===== src/rtl/flappy_pkg.sv =====
// Shared constants, coordinate type and scroller FSM states for the flappy pipeline.
package flappy_pkg;

  typedef logic [10:0] coord_t;
  typedef logic [2:0]  speed_t;

  typedef enum logic [1:0] {
    ST_IDLE,
    ST_RUN,
    ST_FROZEN
  } state_e;

  localparam coord_t      SCREEN_W     = 11'd640;
  localparam coord_t      PIPE_SPACING = 11'd320;
  localparam coord_t      BIRD_X       = 11'd160;
  localparam coord_t      GAP_MIN      = 11'd112;
  localparam coord_t      GAP_DEFAULT  = 11'd240;
  localparam speed_t      SPEED        = 3'd2;
  localparam speed_t      SPEED_MAX    = 3'd4;
  localparam logic [15:0] LFSR_SEED    = 16'hACE1;

  // A pipe that would reach x<=0 re-enters two spacings further right.
  function automatic coord_t next_x(input coord_t x, input speed_t s);
    if (x <= coord_t'(s)) begin
      return x + PIPE_SPACING + PIPE_SPACING - coord_t'(s);
    end
    return x - coord_t'(s);
  endfunction

  function automatic logic crossed(input coord_t old_x, input coord_t new_x);
    return (old_x >= BIRD_X) && (new_x < BIRD_X);
  endfunction

endpackage


===== src/rtl/lfsr16.sv =====
// 16-bit Fibonacci LFSR (taps 16,14,13,11); free-running, only hard reset reseeds it.
module lfsr16
  import flappy_pkg::*;
(
  input  logic        clock,
  input  logic        reset,
  output logic [15:0] value
);

  logic [15:0] value_q;
  logic        fb;

  assign fb    = value_q[15] ^ value_q[13] ^ value_q[12] ^ value_q[10];
  assign value = value_q;

  always_ff @(posedge clock) begin
    if (reset) begin
      value_q <= LFSR_SEED;
    end else begin
      value_q <= {value_q[14:0], fb};
    end
  end

endmodule


===== src/rtl/pipe_scroller.sv =====
// Two-pipe horizontal scroller with wrap, gap reload and bird-pass pulse.
// Optional PIPE_SPEEDUP_EN: speed rises by 1 every 8 passes, saturating at 4.
module pipe_scroller
  import flappy_pkg::*;
(
  input  logic        clock,
  input  logic        reset,
  input  logic        game_reset,
  input  logic        tick,
  input  logic        start,
  input  logic        gameover,
  output logic [10:0] pipe1_x,
  output logic [10:0] pipe2_x,
  output logic [10:0] pipe1_y,
  output logic [10:0] pipe2_y,
  output logic        pipe_passed,
  output logic        running
);

  state_e      state_q, state_d;
  coord_t      p1x_q, p1x_d, p2x_q, p2x_d;
  coord_t      p1y_q, p1y_d, p2y_q, p2y_d;
  logic        pass_q, pass_d;
  logic [15:0] lfsr;
  speed_t      speed;
  logic        move_en;

  lfsr16 u_lfsr (
    .clock (clock),
    .reset (reset),
    .value (lfsr)
  );

  // Gameover in the same cycle as tick freezes without applying motion.
  assign move_en = (state_q == ST_RUN) && tick && !gameover;

  always_comb begin
    state_d = state_q;
    p1x_d   = p1x_q;
    p2x_d   = p2x_q;
    p1y_d   = p1y_q;
    p2y_d   = p2y_q;
    pass_d  = 1'b0;

    case (state_q)
      ST_IDLE:   if (start)    state_d = ST_RUN;
      ST_RUN:    if (gameover) state_d = ST_FROZEN;
      ST_FROZEN: state_d = ST_FROZEN;
      default:   state_d = ST_IDLE;
    endcase

    if (move_en) begin
      p1x_d = next_x(p1x_q, speed);
      p2x_d = next_x(p2x_q, speed);
      if (p1x_q <= coord_t'(speed)) p1y_d = GAP_MIN + coord_t'(lfsr[7:0]);
      if (p2x_q <= coord_t'(speed)) p2y_d = GAP_MIN + coord_t'(lfsr[15:8]);
      pass_d = crossed(p1x_q, p1x_d) | crossed(p2x_q, p2x_d);
    end

    if (game_reset) begin
      state_d = ST_IDLE;
      p1x_d   = SCREEN_W;
      p2x_d   = SCREEN_W + PIPE_SPACING;
      p1y_d   = GAP_DEFAULT;
      p2y_d   = GAP_DEFAULT;
      pass_d  = 1'b0;
    end
  end

  always_ff @(posedge clock) begin
    if (reset) begin
      state_q <= ST_IDLE;
      p1x_q   <= SCREEN_W;
      p2x_q   <= SCREEN_W + PIPE_SPACING;
      p1y_q   <= GAP_DEFAULT;
      p2y_q   <= GAP_DEFAULT;
      pass_q  <= 1'b0;
    end else begin
      state_q <= state_d;
      p1x_q   <= p1x_d;
      p2x_q   <= p2x_d;
      p1y_q   <= p1y_d;
      p2y_q   <= p2y_d;
      pass_q  <= pass_d;
    end
  end

`ifdef PIPE_SPEEDUP_EN
  logic [2:0] pass_cnt_q;
  speed_t     speed_q;

  assign speed = speed_q;

  // Speed steps on the same edge that emits the 8th pulse, so the next tick uses it.
  always_ff @(posedge clock) begin
    if (reset || game_reset) begin
      pass_cnt_q <= '0;
      speed_q    <= SPEED;
    end else if (pass_d) begin
      pass_cnt_q <= pass_cnt_q + 3'd1;
      if ((pass_cnt_q == 3'd7) && (speed_q < SPEED_MAX)) begin
        speed_q <= speed_q + 3'd1;
      end
    end
  end
`else
  assign speed = SPEED;
`endif

  assign pipe1_x     = p1x_q;
  assign pipe2_x     = p2x_q;
  assign pipe1_y     = p1y_q;
  assign pipe2_y     = p2y_q;
  assign pipe_passed = pass_q;
  assign running     = (state_q == ST_RUN);

endmodule


===== config.mk =====
export PLATFORM = sky130hd
export DESIGN_NAME = pipe_scroller
export DESIGN_NICKNAME = d
export VERILOG_FILES = /design/src/rtl/flappy_pkg.sv /design/src/rtl/lfsr16.sv /design/src/rtl/pipe_scroller.sv
export SDC_FILE = /design/constraint.sdc
export NUM_CORES = 1
export LEC_CHECK = 0
export CORE_UTILIZATION = 35
export CTS_CLUSTER_SIZE = 40
export DETAILED_ROUTE_END_ITERATION = 10
export RECOVER_POWER = 100
export SLEW_MARGIN = 20
export SYNTH_ARGS = -nofsm -noshare
export SYNTH_HDL_FRONTEND = slang
export SYNTH_SLANG_ARGS = --single-unit

===== constraint.sdc =====
create_clock -name clock -period 4 [get_ports clock]
set_input_delay 0.8 -clock clock [delete_from_list [all_inputs] [get_ports clock]]
set_output_delay 0.8 -clock clock [all_outputs]
set_load 0.01 [all_outputs]

Yosys cells after proc, flatten, opt, wreduce, memory -nomap -nowiden
Index checks and enable logic that the tools add are counted.
{ "word_totals": {"word_cells": 56, "output_inout_bits": 46, "reg_bits": 63, "in_bits": 6} }
{ "op_classes": {"add_sub_neg": 10, "n_bitwise": 5, "magnitude_cmp": 6, "n_reduce_logical": 11, "mux": 13, "n_eq_ne": 4} }
{ "op_table": {"columns": ["cell", "n"], "rows": [
  ["$mux 11", 6],
  ["$add 11x9->11 const B", 4],
  ["$sub 11x2->11 const B", 4],
  ["$ge 11x8->1 const B", 2],
  ["$le 11x2->1 const B", 2],
  ["$lt 11x8->1 const B", 2],
  ["$add 7x8->9 const A", 2],
  ["$pmux 2 s3", 1],
  ["$reduce_and 2->1", 3],
  ["$logic_and 1x1->1", 4],
  ["$mux 1", 4],
  ["$mux 2", 2],
  ["$ne 2x2->1 const B", 2],
  ["$reduce_or 3->1", 1],
  ["$xor 1x1->1", 3],
  ["$eq 2x1->1 const B", 1],
  ["$eq 2x2->1 const B", 1],
  ["$logic_not 2->1", 1],
  ["$reduce_or 2->1", 1],
  ["$logic_not 1->1", 1],
  ["$not 1->1", 1],
  ["$or 1x1->1", 1]
]} }

Depth between registers and ports, before layout
Gate-level depths: netlist of the first run.
{ "logic_depth": {"depth_word": 9, "ltp_mapped": 9} }

Hierarchy
A second synthesis of the first run with hierarchy kept.
{ "unflattened": {"cells_unflattened": 306, "area_unflattened_um2": 2610.0} }
{ "modules_own_cells": {"columns": ["module", "instances", "area_each_um2", "seq_area_each_um2", "cells_per_inst"], "rows": [
  ["pipe_scroller", 1, 2155.8, 820.8, 270],
  ["lfsr16", 1, 454.2, 320.3, 36]
]} }

Worst setup path after synthesis of the first run
No wires, ideal clock.
{ "synth_path": {"kind": "reg-to-reg", "startpoint": "register p1x_q[1], in the netlist pipe1_x[1]", "endpoint": "register p1y_q[6], in the netlist pipe1_y[6]", "n_path_buf": 2, "arrival_time_ns": 2.008, "path_slack_ns": 1.863, "setup_time_ns": 0.130, "path_stages_with_launch": 10, "synth_period_minus_slack_ns": 2.137, "cell_sequence": "dfxtp_1 -> inv_1 -> ha_1 -> or2_2 -> nand4_1 -> or3_1 -> clkbuf_1 -> buf_2 -> mux2i_1 -> nand2_1"} }
{ "synth_between": {"elab_chain_cells": 2} }
{ "synth_lines": {"columns": ["item", "line_no", "text"], "rows": [
  ["start, declared", "pipe_scroller.sv:21", "coord_t p1x_q, p1x_d, p2x_q, p2x_d;"],
  ["start signal, assigned", "pipe_scroller.sv:80", "p1x_q <= p1x_d;"],
  ["$le 11x2->1", "pipe_scroller.sv:55", "if (p1x_q <= coord_t'(speed)) p1y_d = GAP_MIN + coord_t'(lfsr[7:0]);"],
  ["$reduce_and 2->1 (no line)", null, null],
  ["end signal, assigned", "pipe_scroller.sv:82", "p1y_q <= p1y_d;"],
  ["end, declared", "pipe_scroller.sv:22", "coord_t p1y_q, p1y_d, p2y_q, p2y_d;"]
]} }
Every way passes these cells.
A chain may end at the register's enable or synchronous reset.

Worst setup path after layout of the first run
{ "layout_path": {"startpoint": "input reset", "endpoint": "register pass_q, in the netlist pipe_passed"} }
{ "layout_between": {"elab_chain_cells": 1} }
{ "layout_lines": {"columns": ["item", "line_no", "text"], "rows": [
  ["start, declared", "pipe_scroller.sv:7", "input logic reset,"],
  ["$reduce_or 3->1 (no line)", null, null],
  ["end signal, assigned", "pipe_scroller.sv:84", "pass_q <= pass_d;"],
  ["end, declared", "pipe_scroller.sv:23", "logic pass_q, pass_d;"]
]} }
Every way passes these cells.

==> run metrics, run 1 <==
boundary pin count=52; n_diodes=0; Final #Nets=361; clock tree buffer depth=2; synthesized instance count=301; Critical Path RT=4.20 ns; P_leak=1.41 nW; All-Layer GR Usage=16.5%; Root Buffer=clkbuf_8; Max VDD drop=0.000241 V; cells resized by post-CTS repair=0; DRT antenna net count=0; RSZ-0062 raised after global routing=false; Via Count=2,204; Setup Viol. Count Final=0; cts hold-fix bufs=0; Routed WL=5.85 mm; clock sinks=57; commonest non-fill, non-tap cell in the layout=dfxtp_1; DR WL met2=2.63 mm; cell internal pwr=996 uW; vias per cell=4.89; Initial Util=36.5%; die height=89.4 um; PD cells=375 nW/um^2; Post-synth EDFFs=0; min-delay worst type=reg2reg; fin crit period=2.64 ns; Seq/Total Area, Yosys=42.7%; Core Rows=31; worst-skew pair later-pin latency=0.34 ns; H-tree depth=3; GRT overflow=0; #FFs+latches synth=57; outcome=complete, no violations; Arr. time, crit path=2.84 ns; Area Growth Syn to Fin=27.7%; most frequent cells in the layout=dfxtp_1 (57), dlygate4sd3_1 (42), nand2_1 (29); initial antenna violation count=0; setup TNS=0 ns; Yosys cell types=57; vias in the first global route=2,090; Finished Core Util=46.6%; Post-synth ARST share=0%; 1st-iter DRT viols=52; worst r2r dst=pipe1_y[6]$_SDFFE_PP1P_; Fin Clk Skew=0.00936 ns; postcts setup bufs=0; YS warnings=0; register share of total power=46.3%; critical path capture point=pipe_passed$_SDFF_PP0_; worst setup path startpoint=reset; Cell Area, Synth=2670 um^2; Comb pwr share=5.3%; DR top layer=met4; worst r2r src=pipe1_x[1]$_SDFFE_PP0P_; CP Launch Type=input port; post-DP HPWL=3.99 mm; R2R Setup Slk=1.71 ns; share of total power in the clock network=48.5%; Detailed Routing Iterations Pass 1=4; sw frac=22.2%; Reg clk slew, reported paths=0.06 ns; number of I/O port buffers=45; WL met3=272 um; Worst Tran Pin Value=0.716 ns; share of cells above drive strength 1=11.1%; maximum fanout along the worst path=27; RePlAce Congestion=0.797; largest net degree at the start of global routing=28; die area=7990 um^2; max-cap violations=0; Avg Inst Size Synth=8.88 um^2; CP endpoint kind=flip-flop; die width=89.4 um; final slew viol count=0; CTS tree=yes; residual DRC count=0; switching power=285 uW; Final Cycle Share=66.0%; Hold Fails Final Rpt=0; core footprint=7330 um^2; CP Class=in2reg; Top FF cell, synth=dfxtp_1; WL/cell=13.0 um; slew margin rel.=52.3%; CTS Buf Count=9; Metal-1 WL=2.89 mm; first-pass GRT wire length=9.79 mm; r2r worst-path depth=7; Fmax=379 MHz
==> registers in the layout, summed over array words and instances, names as in the netlist <==
name	flops
state_q	2
pipe_passed	1
pipe2_x	10
u_lfsr.value	16
pipe2_y	9
pipe1_y	9
pipe1_x	10
==> through the flow <==
step / power [mW] / worst slack (ns) / hold WS, ns / instances / area (um^2)
floorplan: 0.655 / 1.86 / 0.416 / 306 / 2690
global placement: 0.675 / 1.30 / 0.426 / 435 / 3200
detailed placement: 0.676 / 1.28 / 0.437 / 435 / 3200
global route: 1.33 / 1.21 / 0.472 / 451 / 3410
CTS: 1.30 / 1.60 / 0.453 / 451 / 3430
finish: 1.28 / 1.36 / 0.451 / 451 / 3410
==> worst max-delay path, stage by stage <==
cell           delay, ns
dlygate4sd3_1       0.52
clkbuf_1            0.55
or2_2               0.62
a211oi_1            0.10
o211ai_1            0.13
o32ai_1             0.12
==> power by group through the flow <==
stage,Clock [mW],Sequential [mW],Combinational [mW]
global placement,0,0.606,0.0696
CTS,0.637,0.593,0.0706
finish,0.621,0.593,0.0675
detailed placement,0,0.606,0.0701
floorplan,0,0.603,0.0525
global route,0.662,0.594,0.0766
==> worst min-delay path by stage <==
stage | from | to | slack (ns) | cells past startpoint
2_1_floorplan | u_lfsr.value[9]$_SDFF_PP0_ | u_lfsr.value[10]$_SDFF_PP1_ | 0.42 | 1
3_3_place_gp | u_lfsr.value[9]$_SDFF_PP0_ | u_lfsr.value[10]$_SDFF_PP1_ | 0.43 | 1
3_5_place_dp | u_lfsr.value[9]$_SDFF_PP0_ | u_lfsr.value[10]$_SDFF_PP1_ | 0.44 | 1
4_1_cts | u_lfsr.value[9]$_SDFF_PP0_ | u_lfsr.value[10]$_SDFF_PP1_ | 0.45 | 1
5_1_grt | u_lfsr.value[9]$_SDFF_PP0_ | u_lfsr.value[10]$_SDFF_PP1_ | 0.47 | 1
6_report | pipe2_y[8]$_SDFFE_PP0P_ | pipe2_y[8]$_SDFFE_PP0P_ | 0.45 | 2
==> Yosys cell counts, types with 3 or more instances <==
| master | number | area, um^2 |
|---|---|---|
| ha_1 | 8 | 100 |
| xor2_1 | 11 | 96.3 |
| dfxtp_1 | 57 | 1140 |
| xnor2_1 | 3 | 26.3 |
| nor3_1 | 8 | 40.0 |
| buf_4 | 6 | 45.0 |
| inv_1 | 15 | 56.3 |
| or3_1 | 3 | 18.8 |
| mux2i_1 | 13 | 130 |
| a21oi_1 | 12 | 60.1 |
| nor2_2 | 3 | 18.8 |
| clkbuf_1 | 10 | 37.5 |
| o211ai_1 | 11 | 82.6 |
| a211oi_1 | 5 | 37.5 |
| nand2b_1 | 4 | 25.0 |
| or2_2 | 11 | 68.8 |
| nor2_1 | 28 | 105 |
| nand3_1 | 6 | 30.0 |
| nor2b_1 | 8 | 50.1 |
| nand2_1 | 29 | 109 |
| o21ai_0 | 8 | 40.0 |
| nand4_1 | 3 | 18.8 |
==> kinds of logic after synthesis <==
group           synth area share, %
xor+xnor                       4.59
other cells                   0.140
compound gates                 13.8
fa+ha+maj                      3.75
buf+inv                        5.71
simple gates                   24.1
mux                            5.29
flops                          42.7
==> metal layers <==
layer / vias to the layer above / track usage [%]
met1: 1028 / 20.7
li1: 1125 / -
met5: - / 0
met3: 8 / 7.20
met2: 43 / 25.5
met4: 0 / 5.05
==> cell type report <==
type,instances,area [um^2]
Fill cell,716,3920
Timing Repair Buffer,49,473
Sequential cell,57,1140
Tap cell,99,124
Inverter,15,56.3
Clock inverter,4,75.1
Clock buffer,12,155
Multi-Input combinational cell,215,1390
Note: power is estimated with default switching activity, not from simulation.
==> inputs of run 2 (changes only) <==
==> constraint.sdc (replaced) <==
create_clock -name clock -period 2.4 [get_ports clock]
set_input_delay 0.48 -clock clock [delete_from_list [all_inputs] [get_ports clock]]
set_output_delay 0.48 -clock clock [all_outputs]
set_load 0.01 [all_outputs]
==> run metrics, run 2 (synthesis gave the netlist of run 1 again) <==
number of I/O port buffers=45 (unchanged); Hold Fails Final Rpt=0 (unchanged); Final Cycle Share=89.9%; boundary pin count=52 (unchanged); crit-path cells=inv_1 > ha_1 > or2_2 > a41oi_1 > o311ai_0 > o32ai_1 (was dlygate4sd3_1 > clkbuf_1 > or2_2 > a211oi_1 > o211ai_1 > o32ai_1); fin crit period=2.16 ns; Routed WL=5.94 mm (was 5.85 mm); PnR worst setup slack=0.242 ns (was 1.36 ns); min-delay worst type=reg2reg (unchanged); Worst Tran Pin Value=0.750 ns (was 0.716 ns); die height=89.4 um (unchanged); Critical Path RT=2.63 ns (was 4.20 ns); P_leak=1.40 nW (was 1.41 nW); vias per cell=4.87 (was 4.89); clock tree buffer depth=2 (unchanged); setup TNS=0 ns (unchanged); CTS tree=yes (unchanged); Max VDD drop=0.000382 V (was 0.000241 V); maximum fanout along the worst path=7 (was 27); worst-skew pair later-pin latency=0.33 ns (was 0.34 ns); Hold Crit Start=u_lfsr.value[9]$_SDFF_PP0_ (was pipe2_y[8]$_SDFFE_PP0P_); commonest non-fill, non-tap cell in the layout=dfxtp_1 (unchanged); hold path depth=1 (was 2); n_diodes=0 (unchanged); cts hold-fix bufs=0 (unchanged); Core Rows=31 (unchanged); Fin Clk Skew=0.00742 ns (was 0.00936 ns); Arr. time, crit path=2.39 ns (was 2.84 ns); CP Class=reg2reg (was in2reg); Finished Core Util=46.1% (was 46.6%); vias in the first global route=2,086 (was 2,090); share of cells above drive strength 1=10.6% (was 11.1%); Via Count=2,221 (was 2,204); Comb pwr share=5.7% (was 5.3%); GRT overflow=0 (unchanged); worst hold slack=0.455 ns (was 0.451 ns); All-Layer GR Usage=16.3% (was 16.5%); clock sinks=57 (unchanged); CTS Buf Count=9 (unchanged); post-DP HPWL=4.25 mm (was 3.99 mm); Final #Nets=366 (was 361); Reg clk slew, reported paths=0.06 ns (about the same); residual DRC count=0 (unchanged); RSZ-0062 raised after global routing=false (unchanged); share of total power in the clock network=43.8% (was 48.5%); die area=7990 um^2 (unchanged); r2r worst-path depth=6 (was 7); power after layout=1.96 mW (was 1.28 mW); die width=89.4 um (unchanged); cells resized by post-CTS repair=0 (unchanged); cell internal pwr=1.50 mW (was 996 uW); WL/cell=13.0 um (about the same); RePlAce Congestion=0.763 (was 0.797); 1st-iter DRT viols=70 (was 52); first-pass GRT wire length=9.76 mm (was 9.79 mm); CP endpoint kind=flip-flop (unchanged); DRT antenna net count=0 (unchanged); sw frac=23.5% (was 22.2%); worst r2r src=pipe1_x[1]$_SDFFE_PP0P_ (unchanged); initial antenna violation count=0 (unchanged); slew margin rel.=50.0% (was 52.3%); Area Growth Syn to Fin=26.5% (was 27.7%); final slew viol count=0 (unchanged); CP Launch Type=flip-flop (was input port); switching power=461 uW (was 285 uW); max reg flops=16 (unchanged); Fmax=463 MHz; max-cap violations=0 (unchanged); largest net degree at the start of global routing=27 (was 28); H-tree depth=3 (unchanged); Initial Util=36.5% (unchanged); outcome=complete, no violations (unchanged); crit-path max cell delay=0.47 ns (was 0.62 ns); postcts setup bufs=0 (unchanged); most frequent cells in the layout=dfxtp_1 (57), dlygate4sd3_1 (41), nor2_1 (29), nand2_1 (29), inv_1 (15) (was dfxtp_1 (57), dlygate4sd3_1 (42), nand2_1 (29)); register share of total power=50.5% (was 46.3%); Root Buffer=clkbuf_8 (unchanged); Detailed Routing Iterations Pass 1=4 (unchanged); Filler cells=726 (was 716); dpl ws=0.198 ns (was 1.28 ns); worst setup path startpoint=pipe1_x[1]$_SDFFE_PP0P_ (was reset); PD cells=579 nW/um^2 (was 375 nW/um^2); core footprint=7330 um^2 (unchanged); Slowest-stage cell, CP=dfxtp_1 (was or2_2); Setup Viol. Count Final=0 (unchanged)
[run 2: power by group through the flow]
stage | sequential (mW) | combinational (mW) | clock [mW]
4_1_cts | 0.989 | 0.118 | 0.883
3_5_place_dp | 1.01 | 0.117 | 0
3_3_place_gp | 1.01 | 0.116 | 0
2_1_floorplan | 1.00 | 0.0875 | 0
5_1_grt | 0.991 | 0.127 | 0.928
6_report | 0.989 | 0.112 | 0.858
[run 2: final timing paths]
check / slack [ns] / to
setup reg to reg: 0.24 / pipe_passed$_SDFF_PP0_
hold / removal: 0.45 / u_lfsr.value[10]$_SDFF_PP1_
hold reg to reg: 0.45 / u_lfsr.value[10]$_SDFF_PP1_
setup / recovery: 0.24 / pipe_passed$_SDFF_PP0_
[run 2: cell type report]
| cell class | instances | area (um^2) | area share [%] |
|---|---|---|---|
| timing repair buffer | 54 | 497 | 14.7 |
| tap | 99 | 124 | 3.66 |
| inverter | 15 | 56.3 | 1.67 |
| multi-input combinational | 215 | 1380 | 40.7 |
| clock inverter | 5 | 56.3 | 1.67 |
| sequential | 57 | 1140 | 33.8 |
| clock buffer | 11 | 131 | 3.89 |
[run 2: metal layers]
layer / GRT usage, % / share of wire (%) / up-vias
li1: - / - / 1130
met3: 5.54 / 5.3 / 6
met4: 6.06 / 0.77 / 0
met1: 20.2 / 46 / 1025
met2: 26.3 / 48 / 60
met5: 0 / 0 / -
[run 2: critical path, delay by kind of cell, from the launching register on]
kind	cells	cell delay (ns)
fa+ha+maj	1	0.29
buf+inv	1	0.10
flops	1	0.47
simple gates	1	0.34
compound gates	3	0.86
[run 2: metrics by stage]
step,std cells,instance area (um^2)
after detailed placement,440,3240
after global placement,440,3240
after global routing,456,3380
after floorplan,306,2690
final,456,3380
after CTS,456,3420
